[src/rtl/mips_mem_pkg.sv]
// Shared definitions for the memory-port scheduler and the address/wdata mux select.
package mips_mem_pkg;

   localparam int unsigned CNT_W = 4;

   localparam logic PORT_IF = 1'b0;
   localparam logic PORT_DM = 1'b1;

   typedef enum logic [1:0] {
      IDLE   = 2'd0,
      ACCESS = 2'd1,
      RESP   = 2'd2
   } state_e;

endpackage

[src/rtl/mem_port_sched_if.sv]
// Requester and memory-side signals of the shared memory port.
interface mem_port_sched_if #(
   parameter int unsigned DATA_W = 32
);
   logic              if_req;
   logic [DATA_W-1:0] if_rdata;
   logic              if_done;
   logic              dm_req;
   logic              dm_we;
   logic [DATA_W-1:0] dm_rdata;
   logic              dm_done;
   logic              mem_sel;
   logic              mem_en;
   logic              mem_we;
   logic [DATA_W-1:0] mem_rdata;

   // Scheduler side
   modport master (
      input  if_req, dm_req, dm_we, mem_rdata,
      output if_rdata, if_done, dm_rdata, dm_done, mem_sel, mem_en, mem_we
   );

   // Requesters plus memory
   modport slave (
      output if_req, dm_req, dm_we, mem_rdata,
      input  if_rdata, if_done, dm_rdata, dm_done, mem_sel, mem_en, mem_we
   );
endinterface

[src/rtl/mem_rr_pick2.sv]
// Combinational two-way round-robin pick; mask[0] hides IF, mask[1] hides DM.
module mem_rr_pick2
   import mips_mem_pkg::*;
(
   input  logic       if_req,
   input  logic       dm_req,
   input  logic [1:0] mask,
   input  logic       last_grant,
   output logic       valid,
   output logic       winner
);
   logic if_v;
   logic dm_v;

   assign if_v   = if_req & ~mask[0];
   assign dm_v   = dm_req & ~mask[1];
   assign valid  = if_v | dm_v;
   // On a tie the port that was not granted last wins
   assign winner = (if_v & dm_v) ? ~last_grant : (dm_v ? PORT_DM : PORT_IF);
endmodule

[src/rtl/mem_port_sched.sv]
// Round-robin scheduler for the single memory port shared by instruction fetch and data access.
module mem_port_sched
   import mips_mem_pkg::*;
#(
   parameter int unsigned MEM_LAT = 2,
   parameter int unsigned DATA_W  = 32
) (
   input  logic            clk,
   input  logic            rst_n,
   mem_port_sched_if.master bus
);
   state_e            state_q, state_nx;
   logic [CNT_W-1:0]  cnt_q, cnt_nx;
   logic              last_q, last_nx;
   logic              sel_q, sel_nx;
   logic              en_q, en_nx;
   logic              we_q, we_nx;
   logic              if_done_q, if_done_nx;
   logic              dm_done_q, dm_done_nx;
   logic [DATA_W-1:0] if_rdata_q, if_rdata_nx;
   logic [DATA_W-1:0] dm_rdata_q, dm_rdata_nx;

   logic [1:0]        pick_mask;
   logic              pick_valid;
   logic              pick_winner;

   // In RESP the finishing port still holds its request, so hide it
   assign pick_mask = (state_q == RESP) ? ((sel_q == PORT_DM) ? 2'b10 : 2'b01) : 2'b00;

   mem_rr_pick2 u_pick (
      .if_req     (bus.if_req),
      .dm_req     (bus.dm_req),
      .mask       (pick_mask),
      .last_grant (last_q),
      .valid      (pick_valid),
      .winner     (pick_winner)
   );

   always_comb begin
      state_nx    = state_q;
      cnt_nx      = cnt_q;
      last_nx     = last_q;
      sel_nx      = sel_q;
      en_nx       = 1'b0;
      we_nx       = 1'b0;
      if_done_nx  = 1'b0;
      dm_done_nx  = 1'b0;
      if_rdata_nx = if_rdata_q;
      dm_rdata_nx = dm_rdata_q;

      case (state_q)
         IDLE, RESP: begin
            if (pick_valid) begin
               state_nx = ACCESS;
               sel_nx   = pick_winner;
               cnt_nx   = CNT_W'(MEM_LAT);
               en_nx    = 1'b1;
               we_nx    = (pick_winner == PORT_DM) & bus.dm_we;
            end else begin
               state_nx = IDLE;
            end
         end
         ACCESS: begin
            // Counter at zero marks the cycle mem_rdata is valid
            if (cnt_q == '0) begin
               state_nx = RESP;
               last_nx  = sel_q;
               if (sel_q == PORT_DM) begin
                  dm_done_nx = 1'b1;
                  if (!bus.dm_we) dm_rdata_nx = bus.mem_rdata;
               end else begin
                  if_done_nx  = 1'b1;
                  if_rdata_nx = bus.mem_rdata;
               end
            end else begin
               cnt_nx = cnt_q - CNT_W'(1);
            end
         end
         default: state_nx = IDLE;
      endcase
   end

   always_ff @(posedge clk) begin
      if (!rst_n) begin
         state_q    <= IDLE;
         cnt_q      <= '0;
         last_q     <= PORT_DM;
         sel_q      <= PORT_IF;
         en_q       <= 1'b0;
         we_q       <= 1'b0;
         if_done_q  <= 1'b0;
         dm_done_q  <= 1'b0;
         if_rdata_q <= '0;
         dm_rdata_q <= '0;
      end else begin
         state_q    <= state_nx;
         cnt_q      <= cnt_nx;
         last_q     <= last_nx;
         sel_q      <= sel_nx;
         en_q       <= en_nx;
         we_q       <= we_nx;
         if_done_q  <= if_done_nx;
         dm_done_q  <= dm_done_nx;
         if_rdata_q <= if_rdata_nx;
         dm_rdata_q <= dm_rdata_nx;
      end
   end

   assign bus.mem_sel  = sel_q;
   assign bus.mem_en   = en_q;
   assign bus.mem_we   = we_q;
   assign bus.if_done  = if_done_q;
   assign bus.dm_done  = dm_done_q;
   assign bus.if_rdata = if_rdata_q;
   assign bus.dm_rdata = dm_rdata_q;
endmodule

[src/flat_wrapper.sv]
// flat-port wrapper written by rule: the top's interface ports become plain ports
module mem_port_sched_flat import mips_mem_pkg::*;
#(
   parameter int unsigned MEM_LAT = 2,
   parameter int unsigned DATA_W  = 32
)
  (clk, rst_n, bus_if_req, bus_dm_req, bus_dm_we, bus_mem_rdata, bus_if_rdata, bus_if_done, bus_dm_rdata, bus_dm_done, bus_mem_sel, bus_mem_en, bus_mem_we);
  mem_port_sched_if #(.DATA_W(DATA_W)) bus_i ();
  input  logic clk;
  input  logic rst_n;
  input wire logic [$bits(bus_i.if_req)-1:0] bus_if_req;
  input wire logic [$bits(bus_i.dm_req)-1:0] bus_dm_req;
  input wire logic [$bits(bus_i.dm_we)-1:0] bus_dm_we;
  input wire logic [$bits(bus_i.mem_rdata)-1:0] bus_mem_rdata;
  output wire logic [$bits(bus_i.if_rdata)-1:0] bus_if_rdata;
  output wire logic [$bits(bus_i.if_done)-1:0] bus_if_done;
  output wire logic [$bits(bus_i.dm_rdata)-1:0] bus_dm_rdata;
  output wire logic [$bits(bus_i.dm_done)-1:0] bus_dm_done;
  output wire logic [$bits(bus_i.mem_sel)-1:0] bus_mem_sel;
  output wire logic [$bits(bus_i.mem_en)-1:0] bus_mem_en;
  output wire logic [$bits(bus_i.mem_we)-1:0] bus_mem_we;
  assign bus_i.if_req = bus_if_req;
  assign bus_i.dm_req = bus_dm_req;
  assign bus_i.dm_we = bus_dm_we;
  assign bus_i.mem_rdata = bus_mem_rdata;
  assign bus_if_rdata = bus_i.if_rdata;
  assign bus_if_done = bus_i.if_done;
  assign bus_dm_rdata = bus_i.dm_rdata;
  assign bus_dm_done = bus_i.dm_done;
  assign bus_mem_sel = bus_i.mem_sel;
  assign bus_mem_en = bus_i.mem_en;
  assign bus_mem_we = bus_i.mem_we;
  mem_port_sched #(.MEM_LAT(MEM_LAT), .DATA_W(DATA_W)) u_core (.clk(clk), .rst_n(rst_n), .bus(bus_i));
endmodule
[config.mk]
export PLATFORM = sky130hd
export DESIGN_NAME = mem_port_sched_flat
export DESIGN_NICKNAME = d
export VERILOG_FILES = /design/src/rtl/mips_mem_pkg.sv /design/src/rtl/mem_port_sched_if.sv /design/src/rtl/mem_rr_pick2.sv /design/src/rtl/mem_port_sched.sv /design/src/flat_wrapper.sv
export SDC_FILE = /design/constraint.sdc
export NUM_CORES = 1
export LEC_CHECK = 0
export ABC_AREA = 1
export BUFFER_PORTS_ARGS = -buffer_cell sky130_fd_sc_hd__buf_2
export CAP_MARGIN = 20
export CORE_MARGIN = 5
export CORE_UTILIZATION = 55
export CTS_BUF_LIST = sky130_fd_sc_hd__clkbuf_4 sky130_fd_sc_hd__clkbuf_8
export CTS_CLUSTER_DIAMETER = 150
export DETAILED_ROUTE_END_ITERATION = 8
export HOLD_SLACK_MARGIN = 0.03
export MAX_ROUTING_LAYER = met4
export PLACE_DENSITY = 0.87
export SLEW_MARGIN = 15
export SYNTH_ARGS = -nofsm -noshare
export SYNTH_HDL_FRONTEND = slang
export SYNTH_SLANG_ARGS = --single-unit
[constraint.sdc]
create_clock -name clk -period 2.6 [get_ports clk]
set_input_delay 0.13 -clock clk [delete_from_list [all_inputs] [get_ports clk]]
set_output_delay 0.13 -clock clk [all_outputs]
set_load 0.02 [all_outputs]
==> metrics.yaml, run 1 <==
status: "complete, no violations"
ant_nets: 0
grt_pass1_wl_um: 11300
synth_compound_gate_area_share: 0.0653
fin_crit_ps: 1930
synth_area_leaders: "dfxtp_1, nor2_1, nand2_1"
hold_viol: 0
seq_area_mm2: 0.00152
diodes: 0
synthMuxAreaShare: 0
startpoint: "u_core.cnt_q[1]"
utilization: 0.707
antenna_found_initial: 0
post-synth-top-count-cell: "nor2_1"
synth_seq_cells: 76
synth_cell_type_count: 18
synth-edff-count: 0
syn_area_mm2: 0.00299
drv_slew: 0
postSynthAreaPerCell_um2: 7.13
hp-class: "in -> reg"
crit_type: "reg -> reg"
fp.dieW_um: 83.7
path_max_fanout: 64
required_ps: 2820
rsz0062_at_grt: "false"
synth_adder_area_share: 0.00419
routed_wl_um: 6740
holdBufCountCts: 0
dr.pass1.iters: 4
cts_tree: "yes"
yosysTopAreaCellShare: 0.509
htree_levels: 3
p_leak_nw: 1.97
drtIter0Drc: 94
fin_crit_sh: 0.743
synth_simple_gate_area_frac: 0.314
yosysWarnings: 0
initial_core_util: 0.574
multi_input_area_mm2: 0.00115
cts_setup_buffers: 0
cts_root_buffer: "clkbuf_8"
viasPerCell: 4.62
cts_buffers: 9
synth_top_area_cell: "dfxtp_1"
grtUsageTotal: 0.198
grt_max_degree: 65
synth-async-reset-ratio: 0
cts_buffer_depth: 2
start_kind: "register"
layout-drive-gt1-share: 0.256
min_from: "bus_mem_rdata[0]"
areaGrowthSynthToFinish_pct: 23.2
drc_errors: 0
clkTransAtPathRegs_ps: 70
r2r-start: "u_core.cnt_q[1]"
fin_skew_ps: 7.42
slew-limit-headroom: 0.486
coreArea_mm2: 0.00520
max_slew.worst_pin.slew_ps: 771
drv_cap: 0
cts.sinks: 76
synth_commonest_cells: "nor2_1, nand2_1, dfxtp_1"
grt-ovfl-total: 0
io_buffers: 105
grt_pass1_vias: 2607
dpl.hpwl_um: 4830
synth_top_family_by_area: "simple AND/OR/NAND/NOR gates"
synth_ff_type: "dfxtp_1"
cts_resized: 0
postSynthCellCount: 419
clk_latency_ps: 330
wire_per_inst_um: 11.4
yosys.area_share.xor_xnor: 0
power_density_mw_per_mm2: 745
crit_arrival_ps: 2150
fmax_mhz: 518
num-nets-final: 556
dieArea_mm2: 0.00701
setup_tns_ps: 0
gp_congestion: 0.890
fillers: 475
ir_worst_vdd_v: 0.000452
vias: 2737
num_rows: 26
ios: 106
ys_seq_area_frac: 0.509
finalSetupViolations: 0
syn_nets: 457
end_kind: "register"
dieHeight_um: 83.7
critical path, stage by stage (launching register included):
cell and delay [ps]:
dfxtp_1 310, inv_1 80, ha_1 200, nand3_2 120, nor2_4 130, nand2_4 80, nor2_8 570, nand2_1 140
nand2_1 110, nor2_1 40
stage by stage:
stage	setup slack [ps]	std cells	hold WS (ps)	power, W	instance area, um^2
2_1_floorplan	1200	419	275	0.00176	2990
3_3_place_gp	798	577	398	0.00191	3490
3_5_place_dp	669	577	405	0.00194	3490
4_1_cts	654	593	54.8	0.00277	3680
5_1_grt	498	593	72.4	0.00290	3680
6_report	669	593	66.8	0.00274	3680
cell usage in the layout (no fill, tap or decap), drive strengths merged, types with 6 or more instances in the layout:
| master | Yosys | final |
|---|---|---|
| clkbuf | 8 | 15 |
| nor2 | 139 | 139 |
| nand3 | 12 | 12 |
| dfxtp | 76 | 76 |
| nand2 | 82 | 82 |
| o21ai | 33 | 33 |
| a21oi | 6 | 6 |
| buf | 12 | 108 |
| inv | 49 | 49 |
logic make-up after synthesis:
| group | after synthesis |
|---|---|
| adders and majority gates | 1 |
| DFF | 76 |
| AOI/OAI and AO/OA | 39 |
| and+or+nand+nor | 234 |
| buffers and inverters | 69 |
layout make-up:
class,count,share of cell area
sequential,76,0.413
inverter,49,0.0500
clock buffer,15,0.0510
multi-input combinational,274,0.312
tap,70,0.0238
clock inverter,1,0.00136
timing repair buffer,108,0.149
state kept, by name, indices dropped and copies added (netlist names):
register	count
u_core.cnt_q	4
u_core.bus.if_done	1
u_core.bus.if_rdata	32
u_core.last_q	1
u_core.bus.mem_sel	1
u_core.bus.mem_we	1
u_core.state_q	2
u_core.bus.dm_done	1
u_core.bus.dm_rdata	32
u_core.bus.mem_en	1
worst paths after layout:
kind	cells after the start	slack [ps]	to
max	9	670	u_core.bus.dm_rdata[25]
min	3	70	u_core.bus.if_rdata[0]
max reg2reg	9	670	u_core.bus.dm_rdata[25]
min reg2reg	1	460	u_core.cnt_q[0]
per-layer routing:
layer / vias to the layer above / routed length [um] / GRT usage
met5: - / 0 / -
met4: 0 / 79 / 0.0746
met3: 8 / 448 / 0.0464
met2: 88 / 3240 / 0.336
met1: 1188 / 2970 / 0.227
li1: 1453 / - / -
where the power goes:
group	total [W]	internal [W]	switching (W)
Sequential	0.00133	0.00127	0.0000539
Clock	0.000839	0.000457	0.000382
Combinational	0.000580	0.000198	0.000382
Note: power is estimated with default switching activity, not from simulation.
==> run 2, diff against run 1 <==
--- a/config.mk
+++ b/config.mk
@@ -5,17 +5,17 @@
 export SDC_FILE = /design/constraint.sdc
 export NUM_CORES = 1
 export LEC_CHECK = 0
-export ABC_AREA = 1
+export ABC_AREA = 0
 export BUFFER_PORTS_ARGS = -buffer_cell sky130_fd_sc_hd__buf_2
 export CAP_MARGIN = 20
 export CORE_MARGIN = 5
-export CORE_UTILIZATION = 55
+export CORE_UTILIZATION = 51
 export CTS_BUF_LIST = sky130_fd_sc_hd__clkbuf_4 sky130_fd_sc_hd__clkbuf_8
 export CTS_CLUSTER_DIAMETER = 150
 export DETAILED_ROUTE_END_ITERATION = 8
 export HOLD_SLACK_MARGIN = 0.03
 export MAX_ROUTING_LAYER = met4
-export PLACE_DENSITY = 0.87
+export PLACE_DENSITY = 0.82
 export SLEW_MARGIN = 15
 export SYNTH_ARGS = -nofsm -noshare
 export SYNTH_HDL_FRONTEND = slang
==> constraint.sdc (replaced) <==
create_clock -name clk -period 2 [get_ports clk]
set_input_delay 0.1 -clock clk [delete_from_list [all_inputs] [get_ports clk]]
set_output_delay 0.1 -clock clk [all_outputs]
set_load 0.02 [all_outputs]
==> run 2 against run 1 <==
- maximum frequency is 7.3% higher
- wire length is 4.6% higher
- setup slack worse by 470 ps
- combinational power is 10% lower
- sequential cell count stayed put
- register-to-register slack worse by 470 ps
- synthesized cell count is 28% lower
- area after synthesis stayed put
- sequential power is 23% higher
- hold slack worse by 24 ps
- cell count is 16% lower
- clock power is 49% higher
- highest routed layer unchanged
==> metrics.yaml, run 2 <==
status: "complete, no violations"
ys_seq_area_frac: 0.509  # unchanged
grt-ovfl-total: 0  # unchanged
fmax_mhz: 556  # +7.3%
start_kind: "register"
power_density_mw_per_mm2: 852  # +14%
crit_buf_inv: 2  # +1
synth-edff-count: 0  # unchanged
grt_pass1_wl_um: 11700  # +3.7%
hold_viol: 0  # unchanged
required_ps: 2260  # -560 ps
final_common_cell: "buf_2"
grt_max_degree: 50  # -23%
num-nets-final: 462  # -17%
dr.pass1.iters: 4  # unchanged
crit_arrival_ps: 2060  # -90 ps
fp.dieW_um: 86.5  # +3.4%
drv_cap: 0  # unchanged
areaGrowthSynthToFinish_pct: 34.1
syn_nets: 340  # -26%
hp-class: "in -> reg"
fin_skew_ps: 8.61  # +1.19 ps
cts.sinks: 76  # unchanged
setup_tns_ps: 0  # unchanged
postSynthAreaPerCell_um2: 9.89  # +39%
drc_errors: 0  # unchanged
finalSetupViolations: 0  # unchanged
ios: 106  # unchanged
post-synth-top-count-cell: "nand2_1"
yosysTopAreaCellShare: 0.509  # unchanged
vias: 2517  # -8.0%
path_max_fanout: 14  # -78%
antenna_found_initial: 0  # unchanged
initial_core_util: 0.533  # -0.0412
cts_tree: "yes"
fin_crit_ps: 1800  # -131 ps
syn_area_mm2: 0.00299  # unchanged
num_rows: 27  # +3.8%
p_leak_nw: 1.76  # -11%
fin_crit_sh: 0.900  # +0.157
cts_buffers: 9  # unchanged
postSynthCellCount: 302  # -28%
viasPerCell: 5.02  # +8.8%
routed_wl_um: 7050  # +4.6%
yosysWarnings: 0  # unchanged
synth_ff_type: "dfxtp_1"
wire_per_inst_um: 14.1  # +24%
io_buffers: 105  # unchanged
htree_levels: 3  # unchanged
ir_worst_vdd_v: 0.000519  # +15%
diodes: 0  # unchanged
cts_setup_buffers: 0  # unchanged
gp_congestion: 0.914  # +2.7%
rsz0062_at_grt: "false"
cts_buffer_depth: 2  # unchanged
coreArea_mm2: 0.00561  # +7.7%
drv_slew: 0  # unchanged
final_cell_mix: "buf_2, nand2_1, dfxtp_1"
critPathTopFamily: "simple AND/OR/NAND/NOR gates"
max_slew.worst_pin.slew_ps: 476  # -295 ps
synth_area_leaders: "dfxtp_1, mux2i_1, nand2_1"
ant_nets: 0  # unchanged
slew-limit-headroom: 0.682  # +0.196
grt_pass1_vias: 2549  # -2.2%
layout-drive-gt1-share: 0.308  # +0.0515
holdWs_ps: 42.7  # -24.1 ps
dpl.hpwl_um: 4880  # +0.95%
drtIter0Drc: 174  # +85%
end_kind: "register"
worstPathCellList: "inv_1 -> ha_1 -> nand4bb_1 -> nor3_4 -> buf_4 -> mux2i_1"
synth_seq_cells: 76  # unchanged
dieHeight_um: 86.5  # +3.4%
synth_top_area_cell: "dfxtp_1"
clk_latency_ps: 340  # about the same
worst_path_max_delay_cell: "dfxtp_1"
clkTransAtPathRegs_ps: 80  # about the same
dieArea_mm2: 0.00749  # +6.9%
synth-async-reset-ratio: 0  # unchanged
crit_type: "reg -> reg"
fillers: 434  # -8.6%
cts_root_buffer: "clkbuf_8"
grtUsageTotal: 0.202  # +0.00400
synth_commonest_cells: "nand2_1, dfxtp_1, mux2i_1"
synth_cell_type_count: 35  # +17
slowest_delay_ps: 320  # -250 ps
[run 2: cell types whose count changed in the layout (fill, tap and decap cells not counted), sizes merged, moves of 3 or more]
cell         before  now
nand3            12    2
nor2            139    2
nand2            82  100
mux2i             0   65
o32ai             0    3
o21ai            33    1
a21oi             6    0
dlygate4sd3       0   20
inv              49    4
nor4              0    3
buf             108  113
[run 2: area by class of cell]
cell class | count | area (um^2) | share of cell area
tap | 72 | 90.1 | 0.0225
sequential | 76 | 1520 | 0.380
clock inverter | 3 | 42.5 | 0.0106
timing repair buffer | 133 | 848 | 0.212
inverter | 5 | 18.8 | 0.00468
clock buffer | 13 | 179 | 0.0447
multi-input combinational | 199 | 1310 | 0.326
[run 2: cell families after synthesis]
group / Yosys count / share of synthesized area
adder cells (fa/ha/maj): 1 / 0.00419
AND/OR/NAND/NOR: 120 / 0.178
flip-flops: 76 / 0.509
AO/OA/AOI/OAI: 13 / 0.0377
multiplexers: 65 / 0.218
buffers and inverters: 27 / 0.0536
[run 2: report_power, final]
part	switching (W)	internal, W	total [W]
Sequential	0.0000494	0.00159	0.00164
Clock	0.000540	0.000711	0.00125
Combinational	0.000297	0.000226	0.000522
[run 2: per-stage QoR]
| step | worst slack (ps) | util | total power, W | std cells | cell area, um^2 |
|---|---|---|---|---|---|
| after floorplan | 328 | - | 0.00200 | 302 | 2990 |
| after global placement | 311 | 0.639 | 0.00215 | 465 | 3580 |
| after detailed placement | 202 | 0.639 | 0.00216 | 465 | 3580 |
| after CTS | 195 | 0.714 | 0.00344 | 501 | 4010 |
| after global routing | 39.9 | 0.714 | 0.00356 | 501 | 4010 |
| final | 201 | 0.714 | 0.00341 | 501 | 4010 |
[run 2: final timing paths]
kind	start	endpoint	slack [ps]	depth (start not counted)
setup reg to reg	u_core.cnt_q[0]	u_core.bus.if_rdata[7]	200	6
hold / removal	bus_mem_rdata[16]	u_core.bus.if_rdata[16]	40	3
setup / recovery	u_core.cnt_q[0]	u_core.bus.if_rdata[7]	200	6
hold reg to reg	u_core.bus.dm_rdata[27]	u_core.bus.dm_rdata[27]	460	2
[run 2: metal layers]
metal,vias to the layer above,track usage,wire length [um]
met4,0,0.0963,164
met1,1166,0.233,2930
li1,1250,-,-
met3,16,0.0437,453
met5,-,-,0
met2,85,0.334,3500
[run 2: what timing repair did]
action                                 CTS  global route
hold buffers                            20             0
gates resized for setup                  0             0
endpoints found under the hold margin   33             0
[run 2: worst reg2reg max path, delay by kind of cell, from the launching register on]
| family | cells | cell delay, ps |
|---|---|---|
| simple gates | 2 | 530 |
| fa+ha+maj | 1 | 240 |
| mux | 1 | 250 |
| buf+inv | 2 | 380 |
| flops | 1 | 320 |
